File: config.mk
export PLATFORM = sky130hd
export DESIGN_NAME = mem_port_arbiter
export DESIGN_NICKNAME = d
export VERILOG_FILES = /design/src/rtl/mem_port_arbiter.sv
export SDC_FILE = /design/constraint.sdc
export NUM_CORES = 1
export LEC_CHECK = 0
export BUFFER_PORTS_ARGS = -buffer_cell sky130_fd_sc_hd__buf_4
export CORE_AREA = 3 3 106 108
export CTS_BUF_LIST = sky130_fd_sc_hd__clkbuf_4 sky130_fd_sc_hd__clkbuf_8
export CTS_CLUSTER_SIZE = 24
export DETAILED_ROUTE_END_ITERATION = 8
export DIE_AREA = 0 0 109 111
export PLACE_DENSITY = 0.64
export SLEW_MARGIN = 20
export SYNTH_ARGS = -nofsm -noshare
export SYNTH_HDL_FRONTEND = slang
export SYNTH_SLANG_ARGS = --single-unit
export TNS_END_PERCENT = 10
File: constraint.sdc
create_clock -name clk -period 1.9 [get_ports clk]
set_clock_uncertainty 0.05 [all_clocks]
set_input_delay 0.38 -clock clk [delete_from_list [all_inputs] [get_ports clk]]
set_output_delay 0.38 -clock clk [all_outputs]
set_load 0.01 [all_outputs]
File: src/rtl/mem_port_arbiter.sv
// -----------------------------------------------------------------------------
// mem_port_arbiter
// Shares one single-port synchronous memory between the instruction-fetch (IF)
// and load/store (LS) requesters of a core. One transaction is in flight at a
// time: IDLE -> ACCESS -> (WAIT) -> RESP -> IDLE.
//
// Ports
//   clk, reset          rising-edge clock, synchronous active-low reset
//   if_req/if_addr      fetch request; if_gnt accept pulse
//   if_rvalid/if_rdata  fetch response pulse and data
//   ls_req/ls_we/...    load/store request; ls_gnt accept pulse
//   ls_rvalid/ls_rdata  load data / store completion pulse (rdata 0 on store)
//   mem_*               single-port memory interface, read data valid
//                       MEM_LATENCY cycles after mem_en
//   busy                high whenever a transaction is in progress
// -----------------------------------------------------------------------------
module mem_port_arbiter #(
    parameter int ADDR_W      = 32,
    parameter int DATA_W      = 32,
    parameter int MEM_LATENCY = 2,
    parameter int LS_PRIORITY = 0
) (
    input  logic                clk,
    input  logic                reset,
    input  logic                if_req,
    input  logic [ADDR_W-1:0]   if_addr,
    output logic                if_gnt,
    output logic                if_rvalid,
    output logic [DATA_W-1:0]   if_rdata,
    input  logic                ls_req,
    input  logic                ls_we,
    input  logic [ADDR_W-1:0]   ls_addr,
    input  logic [DATA_W-1:0]   ls_wdata,
    input  logic [DATA_W/8-1:0] ls_wstrb,
    output logic                ls_gnt,
    output logic                ls_rvalid,
    output logic [DATA_W-1:0]   ls_rdata,
    output logic                mem_en,
    output logic                mem_we,
    output logic [ADDR_W-1:0]   mem_addr,
    output logic [DATA_W-1:0]   mem_wdata,
    output logic [DATA_W/8-1:0] mem_wstrb,
    input  logic [DATA_W-1:0]   mem_rdata,
    output logic                busy
);

    localparam int STRB_W = DATA_W / 8;

    localparam logic [1:0] ST_IDLE   = 2'd0;
    localparam logic [1:0] ST_ACCESS = 2'd1;
    localparam logic [1:0] ST_WAIT   = 2'd2;
    localparam logic [1:0] ST_RESP   = 2'd3;

    // Counter reload value: WAIT cycles still to go after ACCESS.
    localparam logic [3:0] LAT_M1 = 4'(MEM_LATENCY - 1);

    logic [1:0]        state_r;
    logic [3:0]        cnt_r;
    logic              owner_ls_r;
    logic              last_ls_r;
    logic              store_r;
    logic              if_gnt_r;
    logic              ls_gnt_r;
    logic              if_rvalid_r;
    logic              ls_rvalid_r;
    logic              mem_en_r;
    logic              mem_we_r;
    logic [ADDR_W-1:0] mem_addr_r;
    logic [DATA_W-1:0] mem_wdata_r;
    logic [STRB_W-1:0] mem_wstrb_r;

    logic              grant_ls_s;
    logic              grant_store_s;

    // Winner selection; on a tie with round-robin the side not granted last
    // wins, so with last_ls_r reset to 0 the first tie goes to LS.
    always_comb begin
        grant_ls_s = 1'b0;
        if (ls_req && !if_req) begin
            grant_ls_s = 1'b1;
        end else if (ls_req && if_req) begin
            grant_ls_s = (LS_PRIORITY != 0) ? 1'b1 : !last_ls_r;
        end else begin
            grant_ls_s = 1'b0;
        end
        grant_store_s = grant_ls_s & ls_we;
    end

    // Transaction sequencer: captures the winning request and produces the
    // registered gnt / mem_* / rvalid pulses.
    always_ff @(posedge clk) begin
        if (!reset) begin
            state_r     <= ST_IDLE;
            cnt_r       <= 4'd0;
            owner_ls_r  <= 1'b0;
            last_ls_r   <= 1'b0;
            store_r     <= 1'b0;
            if_gnt_r    <= 1'b0;
            ls_gnt_r    <= 1'b0;
            if_rvalid_r <= 1'b0;
            ls_rvalid_r <= 1'b0;
            mem_en_r    <= 1'b0;
            mem_we_r    <= 1'b0;
            mem_addr_r  <= '0;
            mem_wdata_r <= '0;
            mem_wstrb_r <= '0;
        end else begin
            // Pulse outputs default low; the mem_* bus is only driven in ACCESS.
            if_gnt_r    <= 1'b0;
            ls_gnt_r    <= 1'b0;
            if_rvalid_r <= 1'b0;
            ls_rvalid_r <= 1'b0;
            mem_en_r    <= 1'b0;
            mem_we_r    <= 1'b0;
            mem_addr_r  <= '0;
            mem_wdata_r <= '0;
            mem_wstrb_r <= '0;
            case (state_r)
                ST_IDLE: begin
                    if (if_req || ls_req) begin
                        owner_ls_r  <= grant_ls_s;
                        last_ls_r   <= grant_ls_s;
                        store_r     <= grant_store_s;
                        if_gnt_r    <= !grant_ls_s;
                        ls_gnt_r    <= grant_ls_s;
                        mem_en_r    <= 1'b1;
                        mem_we_r    <= grant_store_s;
                        mem_addr_r  <= grant_ls_s ? ls_addr : if_addr;
                        mem_wdata_r <= grant_ls_s ? ls_wdata : '0;
                        // Strobes are meaningless on reads, keep them at zero.
                        mem_wstrb_r <= grant_store_s ? ls_wstrb : '0;
                        state_r     <= ST_ACCESS;
                    end else begin
                        state_r     <= ST_IDLE;
                    end
                end
                ST_ACCESS: begin
                    cnt_r <= LAT_M1;
                    if (MEM_LATENCY > 1) begin
                        state_r <= ST_WAIT;
                    end else begin
                        state_r     <= ST_RESP;
                        if_rvalid_r <= !owner_ls_r;
                        ls_rvalid_r <= owner_ls_r;
                    end
                end
                ST_WAIT: begin
                    if (cnt_r == 4'd1) begin
                        state_r     <= ST_RESP;
                        if_rvalid_r <= !owner_ls_r;
                        ls_rvalid_r <= owner_ls_r;
                    end else begin
                        state_r <= ST_WAIT;
                        cnt_r   <= cnt_r - 4'd1;
                    end
                end
                ST_RESP: begin
                    state_r <= ST_IDLE;
                end
                default: begin
                    state_r <= ST_IDLE;
                end
            endcase
        end
    end

    assign if_gnt    = if_gnt_r;
    assign ls_gnt    = ls_gnt_r;
    assign if_rvalid = if_rvalid_r;
    assign ls_rvalid = ls_rvalid_r;
    assign mem_en    = mem_en_r;
    assign mem_we    = mem_we_r;
    assign mem_addr  = mem_addr_r;
    assign mem_wdata = mem_wdata_r;
    assign mem_wstrb = mem_wstrb_r;
    assign busy      = (state_r != ST_IDLE);

    // Read data arrives in the RESP cycle itself, so it is passed straight
    // through, gated to zero outside the owner's rvalid and on stores.
    assign if_rdata = if_rvalid_r ? mem_rdata : '0;
    assign ls_rdata = (ls_rvalid_r && !store_r) ? mem_rdata : '0;

endmodule

; After elaboration in Yosys (flattened, before gate mapping)
; Index checks and enable logic that the tools add are counted.
[classes]
add_sub_neg = 1
eq_ne = 5
mux = 11
n_bitwise = 1
n_reduce_logical = 18
[ops]
columns = op, count
row1 = $mux W32, 3
row2 = $pmux W2 S4, 1
row3 = $pmux W4 S2, 1
row4 = $reduce_and A4 Y1, 2
row5 = $reduce_and A2 Y1, 3
row6 = $reduce_and A3 Y1, 2
row7 = $mux W1, 5
row8 = $eq A2 B2 Y1 const B, 2
row9 = $eq A4 B1 Y1 const B, 1
row10 = $logic_not A1 Y1, 4
row11 = $mux W4, 1
row12 = $reduce_bool A2 Y1, 2
row13 = $sub A4 B1 Y4 const B, 1
row14 = $logic_and A1 B1 Y1, 3
row15 = $eq A2 B1 Y1 const B, 1
row16 = $logic_not A2 Y1, 1
row17 = $ne A2 B2 Y1 const B, 1
row18 = $and A1 B1 Y1, 1
row19 = $logic_or A1 B1 Y1, 1
[totals]
regBits = 82
in_bits = 137
output_inout_bits = 139
elab_cells = 49

; Longest topological paths before layout
[logic_depth]
ltp_word = 5
depth_mapped = 6
mapped_depth_nobuf = 5

; Worst setup path after synthesis
; No wires, ideal clock.
[synth_timing]
kind = reg-to-reg
startpoint = reg state_r[0]
endpoint = reg cnt_r[3]
setup_time_ps = 70
arrival_ps = 1453
required_time_ps = 1780
slack_ps = 327
stages_incl_launch_ff = 6
path_buffers = 0
synth_period_minus_slack_ps = 1573
path_cell_list = dfxtp_1 -> inv_1 -> ha_1 -> or4b_1 -> or3_1 -> a21oi_1
[synth_via]
elab_chain_cells = 3
[synth_lines]
columns = item, line
row1 = start: declaration, 57  ; logic [1:0] state_r;
row2 = start signal: assignment, 93  ; state_r <= ST_IDLE;
row3 = start signal: assignment, 132  ; state_r <= ST_ACCESS;
row4 = start signal: assignment, 134  ; state_r <= ST_IDLE;
row5 = $eq A2 B2 Y1 or $eq A2 B1 Y1 (tied branches), 118  ; case (state_r)
row6 = $ne A2 B2 Y1 (no line) or $reduce_bool A2 Y1 (tied branches), --
row7 = $reduce_and A2 Y1 (no line), --
row8 = end signal: assignment, 154  ; cnt_r <= cnt_r - 4'd1;
row9 = end: declaration, 58  ; logic [3:0] cnt_r;
; Parallel ways exist; a longest one is shown, timed or not.
; A chain may end at the register's enable or synchronous reset.

; Worst setup path in the final report
[layout_timing]
startpoint = reg ls_rvalid_r, in the netlist ls_rvalid
endpoint = out ls_rdata[29]
[layout_via]
elab_chain_cells = 2
[layout_lines]
columns = item, line
row1 = start: declaration, 65  ; logic ls_rvalid_r;
row2 = start signal: assignment, 144  ; ls_rvalid_r <= owner_ls_r;
row3 = start signal: assignment, 151  ; ls_rvalid_r <= owner_ls_r;
row4 = $logic_and A1 B1 Y1, 181  ; assign ls_rdata = (ls_rvalid_r && !store_r) ? mem_rdata : '0;
row5 = $mux W32, 181
row6 = end: declaration, 37  ; output logic [DATA_W-1:0] ls_rdata,
; No other way between the ends.

==> results <==
- The run finished with clean final reports.
- In this run the standard cell core region covers 10300 um^2.
- Max-cap violations in this run came to 0.
- After detailed routing, the number of remaining DRC violations is 0.
- The number of DRC violations after detailed-routing iteration 0 is 135.
- For the pin with the worst max-slew slack, the measured transition is 0.306 ns.
- Of the cells placed in the final design, the portion with a size suffix greater than 1 is 0.538.
- Setup repair after global routing left no endpoint under its margin.
- The worst endpoint data arrival time is 1.35 ns.
- After layout, the design draws a total of 3.90 mW.
- The H-tree generated during clock tree synthesis spans 3 levels.
- Clock latency on the worst-skew pair, taken at its later pin, is 0.34 ns.
- sky130_fd_sc_hd__dfxtp_1 takes more of the synthesized area than any other cell.
- In this run the cell area of the synthesized design comes to 2920 um^2.
- After routing, the total negative slack on setup checks comes to 0 ns.
- The hold violation total from the final report is 0.
- The Yosys warning count is 0.
- The clock slew at the register clock pins of the worst setup and hold paths is 0.08 ns.
- The post-synthesis cell count is 277.
- The register bit total from synthesis is 82.
- The share of Yosys cell area claimed by the top area cell type is 0.562.
- The synthesized netlist contains 27 unique library cells.
- In this run the tool buffered the top-level ports with 275 buffer cells.
- The aggregate global-route resource usage is 0.170.
- The shortest period the worst path allows is 1.78 ns.
- The class of the tightest hold or removal check is input port to register.
- The row count is 37.
- The post-detailed-routing wire length is 10.8 mm.
- The capturing element type of the critical path is an output pin.
- The mean routed wirelength per cell is 15.7 um.
- The leakage power total is 2.75 nW.
- Of the synthesized area, sequential elements account for 0.562.
- By area the synthesized netlist is led by sky130_fd_sc_hd__dfxtp_1 (56%), sky130_fd_sc_hd__and2_1 (21%), sky130_fd_sc_hd__a22o_1 (9.6%), sky130_fd_sc_hd__ha_1 (2.1%), sky130_fd_sc_hd__clkbuf_1 (1.3%).
- The longest clock path from root to sink contains 2 buffers.
- The weighted congestion reported at the end of routability-driven placement is 0.788.
- The TritonCTS clock tree is built.
- The final design area excluding fillers is 5350 um^2.
- The area of the die is 12100 um^2.
- The post-detailed-route via-to-cell ratio is 4.34.
- The die boundary width is 109 um.
- During I/O placement, the number of pins put on the boundary was 276.
- For this run, the post-layout net count is 694.
- Data on the critical path is required at its endpoint by 1.47 ns.
- The max-slew violation count is 0.
- The via count of the first global-routing pass is 3023.
- The initial cell density of the core is 0.283.
- For this design the ratio of total power to cell area is 729 nW/um^2.
- A synthesized cell averages 10.5 um^2.
- The maximum clock rate is 0.563 GHz.
- The total clock sinks is 82.
- The nature of the critical path startpoint is a register.
- Counting the buffers created by CTS gives 9.
- Once detailed placement completed, the half-perimeter wirelength came to 9.04 mm.
- The first global-routing pass estimated 15.5 mm of wire.
- The root buffer cell is sky130_fd_sc_hd__clkbuf_8.
- The final global-route overflow total is 0.
- VDD sags by at most 498 uV.
- Summing all placed instances gives a cell area of 5150 um^2.
- The type of the worst setup path is register to output pin.
- The total of hold buffers inserted after clock tree synthesis is 0.
- The pre-antenna-repair detailed-routing pass consisted of 4 iterations.
- The ratio of final minimum period to clock period is 0.934.
- Once detail routing completed, the nets flagged for antenna violations numbered 0.
- Once the clock tree was built, the setup fixing pass inserted 0 buffers.
- The tightest hold margin is 0.183 ns.
- The fill cell total of the finished layout is 936.
- The final count of negative-setup-slack endpoints is 0.
- When the netlist entered floorplanning its net count stood at 419.
- In this run the vertical extent of the chip is 111 um.
- The worst pin sits at a relative slew slack of 0.796.
- Summing over every cut layer, the via total after detailed routing is 3001.
- The antenna cell count is 0.
- The largest net degree at the start of global routing is 39.
- The area growth from synthesis to layout is 83.2%.
- The critical-path maximum fanout is 32.
- The initial antenna violation count came to 0.
cell families after synthesis:
| family | after synthesis | synth area share |
|---|---|---|
| AO/OA/AOI/OAI | 44 | 0.124 |
| adder cells (fa/ha/maj) | 5 | 0.0214 |
| buffers and inverters | 24 | 0.0338 |
| flip-flops | 82 | 0.562 |
| AND/OR/NAND/NOR | 122 | 0.258 |
cell usage in the layout, fill, tap and decap left out, types with 2 or more instances in the layout:
cell type | Yosys | final
sky130_fd_sc_hd__ha_1 | 5 | 5
sky130_fd_sc_hd__a22o_1 | 32 | 32
sky130_fd_sc_hd__inv_1 | 7 | 7
sky130_fd_sc_hd__clkbuf_8 | 0 | 13
sky130_fd_sc_hd__a21oi_1 | 5 | 4
sky130_fd_sc_hd__o21ai_0 | 2 | 2
sky130_fd_sc_hd__nor2b_1 | 2 | 2
sky130_fd_sc_hd__and3_1 | 4 | 4
sky130_fd_sc_hd__nor2_1 | 5 | 5
sky130_fd_sc_hd__buf_4 | 0 | 279
sky130_fd_sc_hd__and2_1 | 98 | 98
sky130_fd_sc_hd__nand3_1 | 3 | 3
sky130_fd_sc_hd__nand2_1 | 3 | 3
sky130_fd_sc_hd__dfxtp_1 | 82 | 82
state kept, by name, summed over array words and instances, names as in the netlist:
| signal | flops |
|---|---|
| store_r | 1 |
| ls_gnt | 1 |
| mem_we | 1 |
| if_gnt | 1 |
| mem_addr | 32 |
| if_rvalid | 1 |
| mem_wdata | 32 |
| state_r | 2 |
| last_ls_r | 1 |
| mem_wstrb | 4 |
| ls_rvalid | 1 |
| mem_en | 1 |
| cnt_r | 4 |
Yosys cell counts (all sizes together):
cell     instances
clkbuf          11
a22o            32
and3             4
a21oi            6
and2            98
dfxtp           82
o32ai            1
nand2b           1
and4bb           1
o21ai            2
nand3b           1
o221a            1
or4b             1
nand4bb          1
a311oi           1
nand2            3
or3              1
nor2b            2
ha               5
inv              7
nor3             1
nor2             5
a32o             1
buf              6
nand3            3
timing repair:
action                                  CTS  global route
endpoints found under the setup margin    0            10
endpoints found under the hold margin     0             0
resized for setup                         0             1
area by class of cell:
type,instances,area [um^2],share of cell area
flip-flops and latches,82,1640,0.307
inverters,7,26.3,0.00491
clock buffers,14,186,0.0349
repair buffers,281,2130,0.397
clock inverters,1,7.51,0.00140
well taps,136,170,0.0318
multi-input cells,171,1190,0.223
report_power, final:
part / total [mW] / leakage (nW) / internal, mW / switching [mW]
Combinational: 0.788 / 1.98 / 0.464 / 0.324
Clock: 1.20 / 0.0982 / 0.627 / 0.578
Sequential: 1.91 / 0.671 / 1.85 / 0.0501
Total: 3.90 / 2.75 / 2.95 / 0.952
routing by layer:
metal | global-route usage | wire length (um) | vias to the layer above | share of wire
met5 | 0 | 0 | - | 0
met4 | 0.0774 | 230 | 0 | 0.021
met1 | 0.149 | 3490 | 1334 | 0.32
met3 | 0.0699 | 1300 | 18 | 0.12
li1 | - | - | 1464 | -
met2 | 0.325 | 5820 | 185 | 0.54
path summary, 6_finish.rpt:
check / slack [ns] / to / start / cells past startpoint
worst min register to register: 0.44 / cnt_r[3] / cnt_r[3] / 2
worst max-delay path: 0.12 / ls_rdata[29] / ls_rvalid / 4
worst min-delay path: 0.18 / mem_wdata[28] / ls_wdata[28] / 2
worst max register to register: 0.20 / cnt_r[3] / state_r[0] / 5
worst max-delay path, cell delays in order, from the launching register on:
cell	delay, ns
sky130_fd_sc_hd__dfxtp_1	0.35
sky130_fd_sc_hd__nor2b_1	0.16
sky130_fd_sc_hd__buf_6	0.22
sky130_fd_sc_hd__and2_1	0.16
sky130_fd_sc_hd__buf_4	0.12
per-stage QoR:
stage,utilization,instances,setup slack (ns)
6_report,0.518,692,0.125
5_1_grt,0.518,692,0.0234
2_1_floorplan,-,277,0.327
4_1_cts,0.518,692,0.0610
3_3_place_gp,0.499,677,0.283
3_5_place_dp,0.499,677,0.217
(Power assumes the default switching activity.)
